## src/rtl/nserial_pkg.sv

```systemverilog
// Shared definitions for the Nintendo-style 1-wire serial receive path:
// decoder state encoding and default pulse timing in clk cycles (6 MHz).
package nserial_pkg;

    typedef enum logic [1:0] {
        IDLE = 2'd0,
        LOW  = 2'd1,
        HIGH = 2'd2,
        ERR  = 2'd3
    } rx_state_t;

    localparam int NSERIAL_LOW_THRESH   = 12;
    localparam int NSERIAL_LOW_MAX      = 30;
    localparam int NSERIAL_IDLE_TIMEOUT = 30;
    localparam int NSERIAL_BIT_CLKS     = 24;

endpackage

```

## src/rtl/nserial_rx_sync.sv

```systemverilog
// Line synchroniser with edge detect for the 1-wire receiver.
// Optional: NSERIAL_RX_GLITCH_FILTER_EN adds a two-equal-sample level filter.
module nserial_rx_sync (
    input  logic clk,
    input  logic reset,
    input  logic rx,
    output logic level,
    output logic fall,
    output logic rise
);
    logic [1:0] sync_reg;
    logic       prev_reg;
    logic       level_w;

    // The idle bus is released (high), so every stage resets to 1.
    always_ff @(posedge clk or posedge reset) begin
        if (reset) begin
            sync_reg <= 2'b11;
        end else begin
            sync_reg <= {sync_reg[0], rx};
        end
    end

`ifdef NSERIAL_RX_GLITCH_FILTER_EN
    logic stage_reg;
    logic filt_reg;

    // The filtered level only moves once two successive samples agree.
    always_ff @(posedge clk or posedge reset) begin
        if (reset) begin
            stage_reg <= 1'b1;
            filt_reg  <= 1'b1;
        end else begin
            stage_reg <= sync_reg[1];
            if (stage_reg == sync_reg[1]) begin
                filt_reg <= sync_reg[1];
            end
        end
    end

    assign level_w = filt_reg;
`else
    assign level_w = sync_reg[1];
`endif

    always_ff @(posedge clk or posedge reset) begin
        if (reset) begin
            prev_reg <= 1'b1;
        end else begin
            prev_reg <= level_w;
        end
    end

    assign level = level_w;
    assign fall  = prev_reg & ~level_w;
    assign rise  = ~prev_reg & level_w;

endmodule

```

## src/rtl/nserial_rx_decoder.sv

```systemverilog
// Receive-side pulse-width decoder for one controller port of the 1-wire bus.
// Optional: NSERIAL_RX_GLITCH_FILTER_EN (filter inside nserial_rx_sync).
module nserial_rx_decoder
    import nserial_pkg::*;
#(
    parameter int LOW_THRESH   = NSERIAL_LOW_THRESH,
    parameter int LOW_MAX      = NSERIAL_LOW_MAX,
    parameter int IDLE_TIMEOUT = NSERIAL_IDLE_TIMEOUT,
    parameter int CNT_W        = 6
) (
    input  logic clk,
    input  logic reset,
    input  logic rx,
    output logic rx_start,
    output logic rx_stop,
    output logic rx_error,
    output logic rx_data,
    output logic rx_strobe
);
    localparam logic [CNT_W-1:0] THRESH_CNT  = CNT_W'(LOW_THRESH);
    localparam logic [CNT_W-1:0] LOW_MAX_CNT = CNT_W'(LOW_MAX);
    localparam logic [CNT_W-1:0] TIMEOUT_CNT = CNT_W'(IDLE_TIMEOUT);
    localparam logic [CNT_W-1:0] CNT_SAT     = '1;

    logic line_level;
    logic line_fall;
    logic line_rise;

    rx_state_t        state_reg, state_next;
    logic [CNT_W-1:0] cnt_reg, cnt_next, cnt_inc;
    logic             pending_reg, pending_next;
    logic             pending_valid_reg, pending_valid_next;
    logic             start_reg, start_next;
    logic             stop_reg, stop_next;
    logic             error_reg, error_next;
    logic             data_reg, data_next;
    logic             strobe_reg, strobe_next;

    nserial_rx_sync u_sync (
        .clk   (clk),
        .reset (reset),
        .rx    (rx),
        .level (line_level),
        .fall  (line_fall),
        .rise  (line_rise)
    );

    // cnt_inc is the value the counter reaches at this edge; the fall sample
    // itself is not counted, so at a rise cnt_inc equals the low length.
    assign cnt_inc = (cnt_reg == CNT_SAT) ? cnt_reg : cnt_reg + CNT_W'(1);

    always_comb begin
        state_next         = state_reg;
        cnt_next           = cnt_inc;
        pending_next       = pending_reg;
        pending_valid_next = pending_valid_reg;
        start_next         = 1'b0;
        stop_next          = 1'b0;
        error_next         = 1'b0;
        data_next          = 1'b0;
        strobe_next        = 1'b0;

        case (state_reg)
            IDLE: begin
                if (line_fall) begin
                    start_next         = 1'b1;
                    pending_valid_next = 1'b0;
                    state_next         = LOW;
                end
            end
            LOW: begin
                if (line_rise) begin
                    pending_next       = (cnt_inc < THRESH_CNT);
                    pending_valid_next = 1'b1;
                    state_next         = HIGH;
                end else if (cnt_inc == LOW_MAX_CNT) begin
                    error_next = 1'b1;
                    state_next = ERR;
                end
            end
            HIGH: begin
                // Timeout has priority: a fall landing on the timeout cycle is dropped.
                if (cnt_inc == TIMEOUT_CNT) begin
                    stop_next  = pending_reg;
                    error_next = ~pending_reg;
                    state_next = IDLE;
                end else if (line_fall) begin
                    strobe_next = pending_valid_reg;
                    data_next   = pending_valid_reg & pending_reg;
                    state_next  = LOW;
                end
            end
            ERR: begin
                if (line_level) begin
                    if (cnt_inc == TIMEOUT_CNT) begin
                        state_next = IDLE;
                    end
                end else begin
                    cnt_next = '0;
                end
            end
            default: begin
                state_next = IDLE;
            end
        endcase

        if (state_next != state_reg) begin
            cnt_next = '0;
        end
    end

    always_ff @(posedge clk or posedge reset) begin
        if (reset) begin
            state_reg         <= IDLE;
            cnt_reg           <= '0;
            pending_reg       <= 1'b0;
            pending_valid_reg <= 1'b0;
            start_reg         <= 1'b0;
            stop_reg          <= 1'b0;
            error_reg         <= 1'b0;
            data_reg          <= 1'b0;
            strobe_reg        <= 1'b0;
        end else begin
            state_reg         <= state_next;
            cnt_reg           <= cnt_next;
            pending_reg       <= pending_next;
            pending_valid_reg <= pending_valid_next;
            start_reg         <= start_next;
            stop_reg          <= stop_next;
            error_reg         <= error_next;
            data_reg          <= data_next;
            strobe_reg        <= strobe_next;
        end
    end

    assign rx_start  = start_reg;
    assign rx_stop   = stop_reg;
    assign rx_error  = error_reg;
    assign rx_data   = data_reg;
    assign rx_strobe = strobe_reg;

endmodule

```

## config.mk

```make
export PLATFORM = sky130hd
export DESIGN_NAME = nserial_rx_decoder
export DESIGN_NICKNAME = d
export VERILOG_FILES = /design/src/rtl/nserial_pkg.sv /design/src/rtl/nserial_rx_sync.sv /design/src/rtl/nserial_rx_decoder.sv
export SDC_FILE = /design/constraint.sdc
export NUM_CORES = 1
export LEC_CHECK = 0
export ABC_AREA = 0
export ABC_CLOCK_PERIOD_IN_PS = 2630
export BUFFER_PORTS_ARGS = -buffer_cell sky130_fd_sc_hd__buf_2
export CAP_MARGIN = 20
export CORE_ASPECT_RATIO = 0.9
export CORE_MARGIN = 5
export CORE_UTILIZATION = 40
export CTS_CLUSTER_SIZE = 8
export DETAILED_ROUTE_END_ITERATION = 7
export PLACE_DENSITY = 0.64
export SLEW_MARGIN = 20
export SYNTH_ARGS = -nofsm -noshare
export SYNTH_HDL_FRONTEND = slang
export SYNTH_SLANG_ARGS = --single-unit
```

## constraint.sdc

```tcl
create_clock -name clk -period 2.63 [get_ports clk]
set_input_delay 0.1315 -clock clk [delete_from_list [all_inputs] [get_ports clk]]
set_output_delay 0.1315 -clock clk [all_outputs]
set_load 0.005 [all_outputs]
```

Word-level counts from Yosys, hierarchy flattened
Cells that the tools add are included.
W data, S select, Z words.
Cells by class
  $add $sub $neg: 1
  $lt $le $gt $ge: 1
  equality and inequality tests: 8
  multiplexer cells: 28
  bitwise operators: 6
  reductions and logical operators: 4
Operator list (number)
  $mux W6: 4
  $mux W1: 15
  $mux W2: 6
  $pmux W2 S4: 1
  $add A6 B1 Y6 const B: 1
  $eq A6 B5 Y1 const B: 1
  $eq A6 B6 Y1 const B: 1
  $lt A6 B4 Y1 const B: 1
  $eq A2 B2 Y1 const B: 2
  $ne A2 B2 Y1 const B: 2
  $pmux W1 S2: 2
  $and A1 B1 Y1: 3
  $not A1 Y1: 3
  $reduce_and A3 Y1: 1
  $eq A2 B1 Y1 const B: 1
  $logic_not A2 Y1: 1
  $ne A2 B2 Y1: 1
  $reduce_and A2 Y1: 1
  $reduce_bool A2 Y1: 1
Word-level totals
  register bits after elaboration: 18
  output and inout bits: 5
  word-level logic and storage cells: 59

Logic depth before layout (Yosys ltp)
Gate-level depths: netlist (run 1).
  depth after elaboration: 8
  depth in mapped cells: 8

By module
From an unflattened synthesis (run 1), not the netlist that was laid out.
Second synthesis, totals
  cell total of the unflattened synthesis: 105
  area, all modules: 1086.0 µm²
By module, submodules not included
  nserial_rx_decoder: instances 1, cells an instance 99, area an instance 988.4 µm², sequential area each 375.4 µm²
  nserial_rx_sync: instances 1, cells an instance 6, area an instance 97.6 µm², sequential area each 78.8 µm²

Least setup slack after synthesis (run 1)
Ideal clock, no wire load.
  path type: flip-flop to flip-flop
  start point: register cnt_reg[0]
  end point: register cnt_reg[0]
  library setup time: 0.146 ns
  arrival: 1.971 ns
  required time: 2.484 ns
  setup slack: 0.513 ns
  cell stages (with the launch flop): 8
  clock period less this slack: 2.117 ns
  cell sequence: dfrtp_1 ha_1 buf_6 and4b_2 nor3_4 a221o_1 a311oi_2 nor4_1
On the way
  longest elaborated chain between the ends: 8
  elaborated cells on any way between the ends: 14
  those cells by class: add/sub: 1; eq/ne: 3; mux: 10
Ends and longest elaborated chain
  start, declared: line nserial_rx_decoder.sv:30  | logic [CNT_W-1:0] cnt_reg, cnt_next, cnt_inc;
  start signal, assigned: line nserial_rx_decoder.sv:125  | cnt_reg <= cnt_next;
  $add A6 B1 Y6 or $eq A6 B6 Y1 (tied branches): line nserial_rx_decoder.sv:50  | assign cnt_inc = (cnt_reg == CNT_SAT) ? cnt_reg : cnt_reg + CNT_W'(1);
  $mux W6 (*): line nserial_rx_decoder.sv:50
  $eq A6 B5 Y1: line nserial_rx_decoder.sv:76, nserial_rx_decoder.sv:83, nserial_rx_decoder.sv:95
  $mux W2, on equally long branches: line nserial_rx_decoder.sv:95, nserial_rx_decoder.sv:76
  $mux W2, on equally long branches: line nserial_rx_decoder.sv:94, nserial_rx_decoder.sv:72
  $pmux W2 S4: line nserial_rx_decoder.sv:63  | case (state_reg)
  $ne A2 B2 Y1: line nserial_rx_decoder.sv:107  | if (state_next != state_reg) begin
  $mux W6 (*): line nserial_rx_decoder.sv:107
  named net cnt_next[0]: line nserial_rx_decoder.sv:30
Mark *: on every way through the listed nets, which the timed path passes. The rest lies on a longest branch.
A chain may end at the register's enable or synchronous reset.

Worst setup path after layout (run 1)
  start point: register cnt_reg[0]
  end point: register cnt_reg[2]
Same word-level chain as after synthesis.

==> impl_metrics.tcl, run 1 <==
set metrics [dict create \
    outcome "complete, no violations" \
    async_flop_share_pct 100.0 \
    ir_drop_mv 0.3402 \
    path_class "reg2reg" \
    synthCells 117 \
    die_area_um2 3885 \
    clock_tree.root_cell "clkbuf_4" \
    routed_wirelength_um 2209 \
    start_util_pct 40.85 \
    grt_pass1_wl_um 3974 \
    p_sw_mw 0.4843 \
    yosysSeqAreaShare_pct 41.49 \
    ys.flop_type "dfrtp_1" \
    cts_buffer_depth 2 \
    place_inst 153 \
    p_int_mw 0.6326 \
    whs_ns 0.3629 \
    fin_setup_tns_ns 0 \
    placed_area_um2 1152 \
    clkPwrFrac_pct 15.7 \
    p_leak_nw 0.5267 \
    finalMaxSlewViolations 0 \
    synth_top_area_share_pct 34.29 \
    multi_input_area_um2 588.1 \
    slew_headroom_pct 54.08 \
    num_vias 938 \
    crit_slowest_cell "dfrtp_1" \
    nNetsFinal 139 \
    fill_cells 253 \
    route.detailed.drc 0 \
    routed_via_density 5.899 \
    clock-sinks 18 \
    clkTransAtPathRegs_ns 0.11 \
    crit_chain "ha_1 -> and4b_2 -> nor3_4 -> a41oi_1 -> a311oi_2 -> nor4_1" \
    globalplace.congestion 0.8560 \
    diodes 0 \
    cp_data_required_time_ns 2.80 \
    finalPower_mw 1.117 \
    holdPathStages 0 \
    area_growth_pct 10.40 \
    ys_types 36 \
    die-height_um 59.63 \
    worst_pin_slew_ns 0.6880 \
    synth_area_leaders "dfrtp_1, dfstp_2, ha_1, nand2_1, a21oi_1" \
    setup_viol 0 \
    netlist_top_cells_count "dfrtp_1, nand2_1, nor2_1" \
    post-route-period-util_pct 89.32 \
    cp.arrival_ns 2.52 \
    cts_buffers 3 \
    hold_viol_final 0 \
    power_switching_share_pct 43.36 \
    antenna_found_initial 0 \
    grt_usage_pct 13.44 \
    synth_most_common_cell "dfrtp_1" \
    cts_tree "done" \
    design_area_um2 1209 \
    largest_reg_flops 6 \
    drt_iter0_drc 52 \
    cap_violations 0 \
    rsz0062_at_grt "false" \
    wl_per_cell_um 13.89 \
    instances_no_fill 159 \
    syn-mean-instance-area_um2 9.357 \
    yosysWarnings 0 \
    cp_max_fo 9 \
    startpoint_type "flop" \
    r2r_start "cnt_reg[0]$_DFF_PP0_" \
    p_comb_share_pct 45.8 \
    io_pins 8 \
    yosys.area.top_type "dfrtp_1" \
    r2r-end "cnt_reg[2]$_DFF_PP0_" \
    antenna_left 0 \
    reg2reg_depth 6 \
    grt_overflow 0 \
    synth_edf_count 0 \
    ys_ff_latch 18 \
    synth_fp_nets 126 \
    syn-cell-area_um2 1095 \
    whs_endpoint "u_sync.sync_reg[1]$_DFF_PP1_" \
    cts_setup_buffers 0 \
    h-tree-depth 1 \
    cpPeakStageDelay_ns 0.50 \
    port_buffers 7 \
    drt_pre_antenna_iters 4 \
    dp_hpwl_um 1607 \
    grt_max_degree 19 \
    grt_pass1_vias 883 \
    insertion_delay_ns 0.30 \
    endpoint_kind "flop" \
    core_region_area_um2 2680 \
    max_freq_mhz 425.7 \
    worst_hold_path_type "reg2reg" \
    period_minus_slack_ns 2.349 \
    seqCellArea_um2 454.2 \
    p_per_area_nw_per_um2 924.1 \
    rrSetupSlack_ns 0.28 \
    min_from "u_sync.sync_reg[0]$_DFF_PP1_" \
    core.rowCount 18 \
    die_w_um 65.15 \
    sequentialPowerShare_pct 38.5 \
    skew_ns 0.003879 \
    final_layout_size_suffix_gt1_share_pct 17.83 \
]
cells in the final DEF (no fill, tap or decap), types with 2 or more instances in the layout:
cell / n
dfrtp_1: 15
nand2_1: 12
nor2_1: 9
o21ai_0: 8
a21oi_1: 8
inv_1: 8
buf_2: 7
a31oi_1: 6
ha_1: 6
and3_1: 4
nand2b_1: 4
nand3_1: 4
nor4_1: 4
clkbuf_4: 3
dfstp_2: 3
nand3b_1: 2
nor4b_1: 2
dlygate4sd3_1: 2
routing by layer:
layer	GRT usage [%]	vias up	routed length [um]
li1	-	454	-
met1	18.16	449	1055
met2	20.26	28	979
met3	2.467	7	107
met4	7.692	0	66
met5	0	-	0
through the flow:
stage	utilization (%)	setup slack, ns
global route	45.10	0.1196
detailed placement	43.00	0.3365
CTS	45.10	0.3104
finish	45.10	0.2810
global placement	43.00	0.3799
floorplan	-	0.5131
kinds of logic after synthesis:
| logic type | after synthesis | synth area share, % |
|---|---|---|
| AOI/OAI and AO/OA | 32 | 19.20 |
| xor gates and xnor gates | 2 | 1.600 |
| adders and majority gates | 6 | 6.857 |
| and+or+nand+nor | 49 | 26.06 |
| DFF | 18 | 41.49 |
| buffers and inverters | 10 | 4.800 |
worst max-delay path: cells and delay by family, from the launching register on:
family,cells,cell delay (ns)
AO/OA/AOI/OAI,2,0.69
adder cells (fa/ha/maj),1,0.35
flip-flops,1,0.50
AND/OR/NAND/NOR,3,0.68
cell type report:
cell class / count / area share [%]
inverters: 8 / 2.484
well taps: 30 / 3.106
flip-flops and latches: 18 / 37.58
repair buffers: 10 / 5.176
clock buffers: 4 / 3.002
multi-input cells: 89 / 48.65
worst max path at each step:
stage	from	to	slack, ns	depth (start not counted)
2_1_floorplan	cnt_reg[0]$_DFF_PP0_	cnt_reg[0]$_DFF_PP0_	0.51	7
3_3_place_gp	cnt_reg[0]$_DFF_PP0_	cnt_reg[4]$_DFF_PP0_	0.38	6
3_5_place_dp	cnt_reg[0]$_DFF_PP0_	cnt_reg[2]$_DFF_PP0_	0.34	6
4_1_cts	cnt_reg[0]$_DFF_PP0_	cnt_reg[2]$_DFF_PP0_	0.31	6
5_1_grt	cnt_reg[0]$_DFF_PP0_	cnt_reg[2]$_DFF_PP0_	0.12	6
6_report	cnt_reg[0]$_DFF_PP0_	cnt_reg[2]$_DFF_PP0_	0.28	6
power by group through the flow:
stage / sequential, mW / clock (mW) / combinational [mW]
global route: 0.446 / 0.198 / 0.575
global placement: 0.433 / 0 / 0.501
floorplan: 0.412 / 0 / 0.417
detailed placement: 0.433 / 0 / 0.502
CTS: 0.429 / 0.184 / 0.508
finish: 0.430 / 0.175 / 0.512
what timing repair did:
item                                   CTS  global route
endpoints found under the hold margin   16             0
gates resized for setup                  0             0
hold buffers                             2             0
Power figures use the tool's default switching activity.
==> run 2, diff against run 1 <==
--- a/config.mk
+++ b/config.mk
@@ -6,7 +6,7 @@
 export NUM_CORES = 1
 export LEC_CHECK = 0
 export ABC_AREA = 0
-export ABC_CLOCK_PERIOD_IN_PS = 2630
+export ABC_CLOCK_PERIOD_IN_PS = 2800
 export BUFFER_PORTS_ARGS = -buffer_cell sky130_fd_sc_hd__buf_2
 export CAP_MARGIN = 20
 export CORE_ASPECT_RATIO = 0.9
@@ -15,6 +15,7 @@
 export CTS_CLUSTER_SIZE = 8
 export DETAILED_ROUTE_END_ITERATION = 7
 export PLACE_DENSITY = 0.64
+export SETUP_SLACK_MARGIN = 0.3
 export SLEW_MARGIN = 20
 export SYNTH_ARGS = -nofsm -noshare
 export SYNTH_HDL_FRONTEND = slang
==> constraint.sdc (replaced) <==
create_clock -name clk -period 2.8 [get_ports clk]
set_input_delay 0.14 -clock clk [delete_from_list [all_inputs] [get_ports clk]]
set_output_delay 0.14 -clock clk [all_outputs]
set_load 0.005 [all_outputs]
==> run 2 against run 1 <==
Global-route usage decreased by 0.32 points. Sequential cell count unchanged. Setup slack improved by 0.20 ns. Critical path depth unchanged. Die area unchanged. Clock skew down 0.0020 ns. Combinational power decreased by 6.2%. Final area unchanged. Final cell count did not move. Non-clock buffer count unchanged.
==> impl_metrics.tcl, run 2 (same netlist as run 1, synthesis figures left out) <==
set metrics [dict create \
    outcome "complete, no violations" \
    area_growth_pct 10.40 \
    die-height_um 59.63 \
    antenna_found_initial 0 \
    cp.arrival_ns 2.49 \
    h-tree-depth 1 \
    routed_via_density 5.818 \
    design_area_um2 1209 \
    worst_hold_path_type "reg2reg" \
    clock-sinks 18 \
    post-route-period-util_pct 82.82 \
    whs_ns 0.3641 \
    cts_buffer_depth 2 \
    route.detailed.drc 0 \
    p_leak_nw 0.5267 \
    worst_pin_slew_ns 0.6874 \
    worst_slack_ns 0.4811 \
    grt_max_degree 19 \
    cts_buffers 3 \
    hold_viol_final 0 \
    slew_headroom_pct 54.12 \
    core.rowCount 18 \
    startpoint_type "flop" \
    place_inst 153 \
    core_region_area_um2 2680 \
    cts_tree "done" \
    largest_reg_flops 6 \
    setup_viol 0 \
    cts_setup_buffers 0 \
    p_per_area_nw_per_um2 868.5 \
    nNetsFinal 139 \
    cap_violations 0 \
    insertion_delay_ns 0.30 \
    instances_no_fill 159 \
    rsz0062_at_grt "true" \
    cp_max_fo 9 \
    clkTransAtPathRegs_ns 0.11 \
    grt_overflow 0 \
    finalMaxSlewViolations 0 \
    pre_cts_slack_ns 0.5071 \
    placed_area_um2 1152 \
    layout_common_cells "dfrtp_1, nand2_1, nor2_1" \
    path_class "reg2reg" \
    ir_drop_mv 0.3397 \
    final_layout_size_suffix_gt1_share_pct 17.83 \
    port_buffers 7 \
    final_common_cell "dfrtp_1" \
    die_w_um 65.15 \
    grt_usage_pct 13.11 \
    antenna_left 0 \
    max_freq_mhz 431.2 \
    grt_pass1_wl_um 3898 \
    diodes 0 \
    wl_per_cell_um 13.97 \
    grt_pass1_vias 879 \
    period_minus_slack_ns 2.319 \
    drt_iter0_drc 52 \
    start_util_pct 40.85 \
    fin_setup_tns_ns 0 \
    io_pins 8 \
    globalplace.congestion 0.8558 \
    die_area_um2 3885 \
    routed_wirelength_um 2221 \
    fin_util_pct 45.10 \
    finalPower_mw 1.050 \
    cp_data_required_time_ns 2.97 \
    num_vias 925 \
    clock_tree.root_cell "clkbuf_4" \
    skew_ns 0.001835 \
    dp_hpwl_um 1633 \
    endpoint_kind "flop" \
    drt_pre_antenna_iters 4 \
]
run 2: area by class of cell:
type | count | area (um2)
clock buffers | 4 | 36.28
fillers | 264 | 1471
inverters | 8 | 30.03
multi-input cells | 89 | 588.1
flip-flops and latches | 18 | 454.2
well taps | 30 | 37.54
repair buffers | 10 | 62.56
run 2: per-layer routing:
layer,GRT usage (%),part of all wire [%],routed length [um],vias up
li1,-,-,-,456
met1,17.57,51,1124,448
met2,21.14,44,974,17
met3,2.846,4.0,89,4
met4,4.438,1.4,32,0
met5,0,0,0,-
run 2: timing repair:
item | CTS | global route
endpoints found under the setup margin | 0 | 1
hold buffers | 2 | 0
endpoints found under the hold margin | 16 | 0
gates resized for setup | 0 | 0
run 2: final timing paths:
kind / start / to / depth (start not counted) / slack (ns)
max in group asynchronous: reset / state_reg[0]$_DFF_PP0_ / 3 / 1.89
worst min-delay path: u_sync.sync_reg[0]$_DFF_PP1_ / u_sync.sync_reg[1]$_DFF_PP1_ / 0 / 0.36
min in group asynchronous: reset / rx_stop$_DFF_PP0_ / 3 / 0.48
worst min register to register: u_sync.sync_reg[0]$_DFF_PP1_ / u_sync.sync_reg[1]$_DFF_PP1_ / 0 / 0.36
worst max register to register: cnt_reg[0]$_DFF_PP0_ / cnt_reg[0]$_DFF_PP0_ / 6 / 0.48
worst max-delay path: cnt_reg[0]$_DFF_PP0_ / cnt_reg[0]$_DFF_PP0_ / 6 / 0.48
run 2: critical path: stages (launching register included):
cell and delay, ns:
dfrtp_1 0.48, ha_1 0.33, and4b_2 0.33, nor3_4 0.07, a221o_1 0.35, a311oi_2 0.49
nor4_1 0.13
run 2: where the power goes:
group | total [mW] | switching, mW | internal [mW]
clock network | 0.165 | 0.0861 | 0.0793
registers | 0.404 | 0.0860 | 0.318
logic | 0.480 | 0.283 | 0.196
total | 1.05 | 0.456 | 0.594
==> run 3, diff against run 2 <==
--- a/config.mk
+++ b/config.mk
@@ -6,7 +6,7 @@
 export NUM_CORES = 1
 export LEC_CHECK = 0
 export ABC_AREA = 0
-export ABC_CLOCK_PERIOD_IN_PS = 2800
+export ABC_CLOCK_PERIOD_IN_PS = 1850
 export BUFFER_PORTS_ARGS = -buffer_cell sky130_fd_sc_hd__buf_2
 export CAP_MARGIN = 20
 export CORE_ASPECT_RATIO = 0.9
@@ -14,7 +14,7 @@
 export CORE_UTILIZATION = 40
 export CTS_CLUSTER_SIZE = 8
 export DETAILED_ROUTE_END_ITERATION = 7
-export PLACE_DENSITY = 0.64
+export PLACE_DENSITY = 0.66
 export SETUP_SLACK_MARGIN = 0.3
 export SLEW_MARGIN = 20
 export SYNTH_ARGS = -nofsm -noshare
==> constraint.sdc (replaced) <==
create_clock -name clk -period 1.85 [get_ports clk]
set_input_delay 0.0925 -clock clk [delete_from_list [all_inputs] [get_ports clk]]
set_output_delay 0.0925 -clock clk [all_outputs]
set_load 0.005 [all_outputs]
==> run 3 against run 2 <==
The flow now finishes with violations (setup timing). First-iteration DRC count decreased by 17%. Core utilization is 17 points higher. Final cell count rose by 21%. Clock skew about the same. Critical path type unchanged. Highest routed layer unchanged.
==> impl_metrics.tcl, run 3 (same netlist as run 1, synthesis figures left out) <==
set metrics [dict create \
    outcome "finished with violations" \
    violations "setup timing" \
    h-tree-depth 1 \
    p_leak_nw 0.7240 \
    drt_pre_antenna_iters 4 \
    drt_iter0_drc 43 \
    die-height_um 59.63 \
    finalMaxSlewViolations 0 \
    max_freq_mhz 490.5 \
    skew_ns 0.001625 \
    crit_chain "buf_6 -> inv_4 -> ha_4 -> nand3b_1 -> a21oi_4 -> a221o_1 -> a311oi_4 -> buf_6 -> nor4_1" \
    power_switching_share_pct 43.26 \
    globalplace.congestion 0.8696 \
    reg2reg_depth 9 \
    cts_buffers 3 \
    worst_pin_slew_ns 0.6857 \
    core.rowCount 18 \
    cp_max_fo 7 \
    antenna_found_initial 0 \
    fin_setup_tns_ns -1.276 \
    cts_buffer_depth 2 \
    cts_tree "done" \
    clock-sinks 18 \
    clock_tree.root_cell "clkbuf_4" \
    port_buffers 7 \
    setup_viol 8 \
    crit_family "compound AO/OA/AOI/OAI gates" \
    insertion_delay_ns 0.30 \
    die_area_um2 3885 \
    clkPwrFrac_pct 10.3 \
    endpoint_kind "flop" \
    dp_hpwl_um 2046 \
    routed_via_density 5.746 \
    fill_cells 197 \
    p_comb_share_pct 65.9 \
    pre_cts_slack_ns -0.2946 \
    final_common_cell "buf_4" \
    diodes 0 \
    startpoint_type "flop" \
    grt_pass1_wl_um 4802 \
    cp_data_required_time_ns 2.04 \
    num_vias 1109 \
    largest_reg_flops 6 \
    clkTransAtPathRegs_ns 0.10 \
    rsz0062_at_grt "true" \
    multi_input_area_um2 757.0 \
    p_sw_mw 1.042 \
    die_w_um 65.15 \
    io_pins 8 \
    min_from "u_sync.sync_reg[0]$_DFF_PP1_" \
    holdPathStages 0 \
    area_growth_pct 52.69 \
    antenna_left 0 \
    whs_ns 0.3647 \
    nNetsFinal 173 \
    cap_violations 0 \
    layout_common_cells "buf_4, dfrtp_1, nand2_1" \
    slew_headroom_pct 54.24 \
    routed_wirelength_um 3298 \
    path_class "reg2reg" \
    route.detailed.drc 0 \
    post-route-period-util_pct 110.2 \
    hold_viol_final 0 \
    sequentialPowerShare_pct 23.9 \
    start_util_pct 40.85 \
    cp_num_buf_inv 3 \
    r2r-end "cnt_reg[2]$_DFF_PP0_" \
    seqCellArea_um2 455.4 \
    p_int_mw 1.367 \
    wl_per_cell_um 17.09 \
    grt_overflow 0 \
    grt_pass1_vias 1073 \
    cpMostUsedCell "buf_6" \
    cp.arrival_ns 2.23 \
    cpPeakStageDelay_ns 0.44 \
    worst_hold_path_type "reg2reg" \
    core_region_area_um2 2680 \
    r2r_start "cnt_reg[1]$_DFF_PP0_" \
    worst_slack_ns -0.1886 \
    final_layout_size_suffix_gt1_share_pct 47.24 \
    grt_max_degree 19 \
    whs_endpoint "u_sync.sync_reg[1]$_DFF_PP1_" \
    rrSetupSlack_ns -0.19 \
    p_per_area_nw_per_um2 1441 \
    period_minus_slack_ns 2.039 \
    ir_drop_mv 0.7429 \
    crit_slowest_cell "dfrtp_1" \
    grt_usage_pct 16.18 \
]
[run 3: layer usage]
| layer | vias to the layer above | wire length, um | track usage, % |
|---|---|---|---|
| met2 | 35 | 1590 | 25.66 |
| met1 | 545 | 1480 | 21.71 |
| li1 | 521 | - | - |
| met5 | - | 0 | 0 |
| met3 | 8 | 149 | 2.846 |
| met4 | 0 | 77 | 7.396 |
[run 3: worst max path at each step]
stage / from / endpoint / cells after the start
floorplan: cnt_reg[1]$_DFF_PP0_ / cnt_reg[0]$_DFF_PP0_ / 7
global route: cnt_reg[1]$_DFF_PP0_ / cnt_reg[1]$_DFF_PP0_ / 7
detailed placement: state_reg[1]$_DFF_PP0_ / cnt_reg[3]$_DFF_PP0_ / 7
finish: cnt_reg[1]$_DFF_PP0_ / cnt_reg[2]$_DFF_PP0_ / 9
CTS: cnt_reg[1]$_DFF_PP0_ / cnt_reg[0]$_DFF_PP0_ / 9
global placement: cnt_reg[0]$_DFF_PP0_ / cnt_reg[4]$_DFF_PP0_ / 7
[run 3: cell type report]
type	count	share of cell area, %
flip-flops and latches	18	27.25
clock buffers	4	2.171
multi-input cells	89	45.28
inverters	8	1.946
well taps	30	2.246
repair buffers	44	21.11
[run 3: repair_timing]
item / CTS / global route
setup buffers: 5 / 8
setup endpoints to repair: 12 / 14
pin swaps: 7 / 8
hold endpoints to repair: 16 / 0
gates resized for setup: 10 / 26
hold buffers: 2 / 0
[run 3: power by group through the flow]
| stage | Clock, mW | Combinational, mW | Sequential [mW] |
|---|---|---|---|
| after floorplan | 0 | 0.596 | 0.589 |
| after global placement | 0 | 0.977 | 0.553 |
| after detailed placement | 0 | 1.01 | 0.560 |
| after CTS | 0.255 | 1.15 | 0.561 |
| after global routing | 0.271 | 1.69 | 0.584 |
| final | 0.248 | 1.59 | 0.575 |
[run 3: stage by stage]
stage,power (mW),instances,instance area [um2],util [%]
after global placement,1.531,174,1314,49.02
after floorplan,1.185,117,1099,-
after global routing,2.544,193,1672,62.37
after detailed placement,1.573,174,1314,49.02
final,2.409,193,1672,62.37
after CTS,1.963,185,1468,54.76
